[src/rtl/n64_vmux.sv]
// N64 VI bus serialiser: one parallel pixel becomes SYNC/R/G/B cycles on D_o, one pixel per 4 VCLK.
// Optional: N64_VMUX_HOLD_LAST_EN repeats the previous pixel on underrun instead of blanking the colours.
module n64_vmux #(
  parameter int color_width = 7
) (
  input  logic                       VCLK,
  input  logic                       RST,
  input  logic [3*color_width+3:0]   pixel_i,
  input  logic                       pixel_valid_i,
  output logic                       pixel_ready_o,
  input  logic                       n16bit_mode_i,
  input  logic                       underrun_clr_i,
  output logic                       nDSYNC_o,
  output logic [color_width-1:0]     D_o,
  output logic                       underrun_o
);
  localparam int PW = 3*color_width+4;
  localparam int CW = color_width;

  logic [1:0]    phase_q;
  logic [PW-1:0] hold_q, cur_q;
  logic          hold_vld, mode_q;

  logic          load, accept, starve;
  logic [PW-1:0] fill, src;
  logic [CW-1:0] col, mask2, mask1;

  assign pixel_ready_o = !hold_vld | (phase_q == 2'd3);
  assign accept        = pixel_valid_i & pixel_ready_o;
  assign load          = (phase_q == 2'd3);
  assign starve        = load & !hold_vld & !accept;

`ifdef N64_VMUX_HOLD_LAST_EN
  assign fill = cur_q;
`else
  // Sync levels are held so the downstream timing stays intact; only colour is blanked.
  assign fill = {cur_q[PW-1 -: 4], {(3*CW){1'b0}}};
`endif

  always_comb begin
    src = fill;
    if (hold_vld)    src = hold_q;
    else if (accept) src = pixel_i;
  end

  // Reduced depth zeroes the LSBs the decoder later restores (5/6/5-style).
  assign mask2 = mode_q ? {CW{1'b1}} : {{(CW-2){1'b1}}, 2'b00};
  assign mask1 = mode_q ? {CW{1'b1}} : {{(CW-1){1'b1}}, 1'b0};

  always_comb begin
    col = '0;
    case (phase_q)
      2'd0:    col = cur_q[3*CW-1 -: CW] & mask2;
      2'd1:    col = cur_q[2*CW-1 -: CW] & mask1;
      2'd2:    col = cur_q[CW-1:0]       & mask2;
      default: col = '0;
    endcase
  end

  always_ff @(posedge VCLK) begin
    if (RST) begin
      phase_q    <= 2'd3;
      nDSYNC_o   <= 1'b1;
      D_o        <= '0;
      hold_vld   <= 1'b0;
      hold_q     <= '0;
      cur_q      <= '0;
      mode_q     <= 1'b1;
      underrun_o <= 1'b0;
    end else begin
      phase_q <= phase_q + 2'd1;
      if (load) begin
        cur_q    <= src;
        mode_q   <= n16bit_mode_i;
        hold_vld <= hold_vld & accept;
        if (hold_vld & accept) hold_q <= pixel_i;
        nDSYNC_o <= 1'b0;
        D_o      <= {{(CW-4){1'b0}}, src[PW-1 -: 4]};
      end else begin
        if (accept) begin
          hold_q   <= pixel_i;
          hold_vld <= 1'b1;
        end
        nDSYNC_o <= 1'b1;
        D_o      <= col;
      end
      if (starve)              underrun_o <= 1'b1;
      else if (underrun_clr_i) underrun_o <= 1'b0;
    end
  end
endmodule

[config.mk]
export PLATFORM = sky130hd
export DESIGN_NAME = n64_vmux
export DESIGN_NICKNAME = d
export VERILOG_FILES = /design/src/rtl/n64_vmux.sv
export SDC_FILE = /design/constraint.sdc
export NUM_CORES = 1
export LEC_CHECK = 0
export BUFFER_PORTS_ARGS = -buffer_cell sky130_fd_sc_hd__buf_2
export CAP_MARGIN = 20
export CORE_MARGIN = 2
export CORE_UTILIZATION = 30
export DETAILED_ROUTE_END_ITERATION = 16
export PLACE_DENSITY_LB_ADDON = 0.12
export SYNTH_ARGS = -nofsm -noshare
export SYNTH_HDL_FRONTEND = slang
export SYNTH_SLANG_ARGS = --single-unit
export TNS_END_PERCENT = 100
[constraint.sdc]
create_clock -name VCLK -period 1.9 [get_ports VCLK]
set_input_delay 0.095 -clock VCLK [delete_from_list [all_inputs] [get_ports VCLK]]
set_output_delay 0.095 -clock VCLK [all_outputs]
set_load 0.02 [all_outputs]
==> qor_table.md <==
| Parameter | Value |
|---|---|
| Ys async rst share | 0 |
| Power dissipated by switching net loads | 1001 uW |
| Clock sink count | 63 |
| Floorplan Core Area | 0.009153 sq mm |
| Clock Path Buffers | 2 |
| GR Util met1 | 0.2174 |
| Critical path peak fanout | 55 |
| Mapped Nets | 348 |
| Die Y-Extent | 100.6 um |
| Total Nets Final | 377 |
| Proportion of total power due to net switching | 0.2845 |
| Number of antenna violations at the first check in global routing | 0 |
| Weighted congestion reported at the end of routability-driven placement | 0.7528 |
| Status | complete, no violations |
| DRT iter0 DRCs | 126 |
| Antenna violation net count after detailed routing | 0 |
| Seq/Total Area, Yosys | 0.4504 |
| Leakage power of the design | 0.001190 uW |
| Worst min-delay path category | input port to flop |
| CTS-repair resized insts | 0 |
| Upper clock frequency limit | 585.5 MHz |
| Number of standard-cell rows in the floorplan | 35 |
| Post-route worst setup slack | 0.1921 ns |
| Insertion delay to the later sink of the worst-skew pair | 0.33 ns |
| Most common flop cell mapped by yosys | dfxtp_1 |
| HPWL Detailed | 4737 um |
| Setup tns final | 0 ns |
| Area of the die | 0.01012 sq mm |
| M2 GR Usage | 0.2431 |
| Worst slew margin | 0.4091 |
| Setup crit start kind | flop |
| Reg-to-reg startpoint | phase_q[0]$_SDFF_PP1_ |
| Number of setup violations in the final report | 0 |
| Layer with the highest usage after global routing | met2 |
| Comb power frac | 0.188 |
| Number of warnings issued by yosys | 0 |
| Number of enable flip-flop cells after synthesis | 0 |
| Max-slew violations | 0 |
| Combined area of all synthesized cells | 0.002800 sq mm |
| Count of max-cap constraint violations | 0 |
| CTS H-tree depth | 3 |
| Worst-path clk slew | 0.07 ns |
| Vias per cell | 5.131 |
| Layout overhead on the synthesized area | 16.89% |
| Worst hold path depth | 3 |
| Total global-route track usage | 0.1594 |
| Clock Power Share | 0.378 |
| Pre-antenna DRT Iters | 4 |
| Setup slack of the worst register-to-register path | 0.19 ns |
| Detailed-route wire length | 7548 um |
| Worst clock skew on the final layout | 0.007746 ns |
| Root buf cell | clkbuf_8 |
| Critical path data required time | 1.80 ns |
| Depth of the worst register-to-register path | 4 |
| Post-route clock period utilization | 0.8989 |
| WHS Endpoint | hold_q[10]$_SDFFE_PP0P_ |
| Clock buffer count from CTS | 9 |
| Antenna cell count | 0 |
| TritonCTS clock tree | yes |
| Endpoint class of the critical path | output port |
| Pint | 2517 uW |
| Starting Density | 0.3059 |
| Syn_area_per_cell | 8.918 sq um |
| IO Count | 40 |
| DRC viols | 0 |
| Port bufs | 39 |
| Power Dens Cells | 1075 mW/mm^2 |
| Number of instances in the synthesized netlist | 314 |
| Flip-flop and latch count after synthesis | 63 |
| X dimension of the die | 100.6 um |
| Wirelength per Cell | 16.44 um |
| Total of fill cells in the finished design | 952 |
| Total overflow reported by the global router | 0 |
| Final critical-path required period | 1.708 ns |
| Max rail drop VDD | 0.3520 mV |
| Number of global-route vias before repair | 2259 |
| Distinct cells, synth | 32 |
| Worst Setup Slack post-DPL | 0.1981 ns |
| Maximum number of pins on one net before global-route repair | 56 |
| Arrival time reported for the critical path endpoint | 1.61 ns |
| GR Util met3 | 0.03953 |
| Hold Startpoint | pixel_i[10] |
| R2R Path End | hold_q[13]$_SDFFE_PP0P_ |
| Proportion of power drawn by flip-flops and latches | 0.433 |
| Critical path class | flop to output port |
| Share of layout cells above drive strength 1 | 0.2069 |
| Final hold vios | 0 |
| RSZ-0062 raised after global routing | no |
| Via count of the routed design | 2355 |
| Wire length of the first global-routing pass | 12330 um |
| Least-Margin Pin Slew | 0.8863 ns |
synth_stat cells (4+ instances only):
library cell	instances	area (sq um)
ha_1	4	50.05
nand3_1	26	130.1
buf_2	12	60.06
o21ai_1	10	50.05
nand2_1	23	86.33
clkbuf_1	11	41.29
mux2_2	4	45.04
a311oi_1	21	183.9
nor2_1	23	86.33
nand3b_1	22	165.2
buf_6	6	67.56
a21oi_1	32	160.2
nand2b_1	9	56.30
dfxtp_1	63	1261
o21ai_0	15	75.07
area by class of cell:
class	count	area [sq um]	share of cell area
inverters	3	11.26	0.003440
well taps	111	138.9	0.04243
flip-flops and latches	63	1262	0.3857
clock inverters	3	65.06	0.01988
multi-input cells	215	1334	0.4075
repair buffers	51	302.8	0.09251
clock buffers	13	158.9	0.04855
repair_timing:
action                                 CTS  global route
setup buffers                            0             0
endpoints found under the hold margin    2             0
hold buffers                             2             0
routing by layer:
layer  part of all wire  up-vias
met3              0.041        6
met1               0.48     1105
met2               0.47       47
li1                   -     1197
met4             0.0098        0
met5                  0        -
sequential cells by signal (all words and copies together), names as in the netlist:
| signal | cells |
|---|---|
| cur_q | 25 |
| mode_q | 1 |
| hold_q | 25 |
| underrun_o | 1 |
| nDSYNC_o | 1 |
| phase_q | 2 |
| hold_vld | 1 |
| D_o | 7 |
through the flow:
stage               std cells  hold slack (ns)  total power, uW  instance area, sq um    util
finish                    459          0.02116             3518                  3273  0.3576
global route              459         0.006801             3708                  3273  0.3576
CTS                       459         0.001285             3571                  3273  0.3576
detailed placement        441           0.3350             2222                  3029  0.3310
global placement          441           0.3365             2216                  3029  0.3310
floorplan                 314           0.2196             2039                  2800       -
power groups by stage:
stage	Sequential, uW	Clock (uW)	Combinational (uW)
after floorplan	1550	0	493
after global placement	1560	0	660
after detailed placement	1560	0	666
after CTS	1530	1370	672
after global routing	1540	1430	742
final	1520	1330	663
how the worst max path moves through the flow:
stage                               to  cells after the start  slack (ns)                  start
2_1_floorplan        D_o[1]$_SDFF_PP0_                      6        0.53  phase_q[0]$_SDFF_PP1_
3_3_place_gp   hold_q[19]$_SDFFE_PP0P_                      4        0.24  phase_q[0]$_SDFF_PP1_
3_5_place_dp   hold_q[16]$_SDFFE_PP0P_                      4        0.20  phase_q[0]$_SDFF_PP1_
4_1_cts                  pixel_ready_o                      4        0.15  phase_q[0]$_SDFF_PP1_
5_1_grt        hold_q[17]$_SDFFE_PP0P_                      4        0.03  phase_q[0]$_SDFF_PP1_
6_report                 pixel_ready_o                      4        0.19  phase_q[0]$_SDFF_PP1_
critical path: stages, from the launching register on:
cell and delay [ns]:
dfxtp_1 0.38, ha_2 0.30, buf_12 0.26, nand2b_1 0.16
buf_2 0.17
cell usage in the layout, fill, tap and decap left out, drive strengths merged, types with 2 or more instances in the layout:
cell type and instances:
dfxtp 63, buf 49, a21oi 32, nand3 26
o21ai 25, nand2 23, nor2 23, nand3b 22
a311oi 21, clkbuf 13, nand2b 9, mux2 4
ha 4, inv 3, a22oi 3, a222oi 3
nor3 3, mux2i 3, a221oi 3, o22ai 3
bufinv 2, dlygate4sd3 2
cell families after synthesis:
group | synth area share
AO/OA/AOI/OAI | 0.2105
buffers and inverters | 0.07417
XOR/XNOR | 0.01966
adder cells (fa/ha/maj) | 0.01787
multiplexers | 0.02681
AND/OR/NAND/NOR | 0.2006
flip-flops | 0.4504
Note: power is estimated with default switching activity, not from simulation.
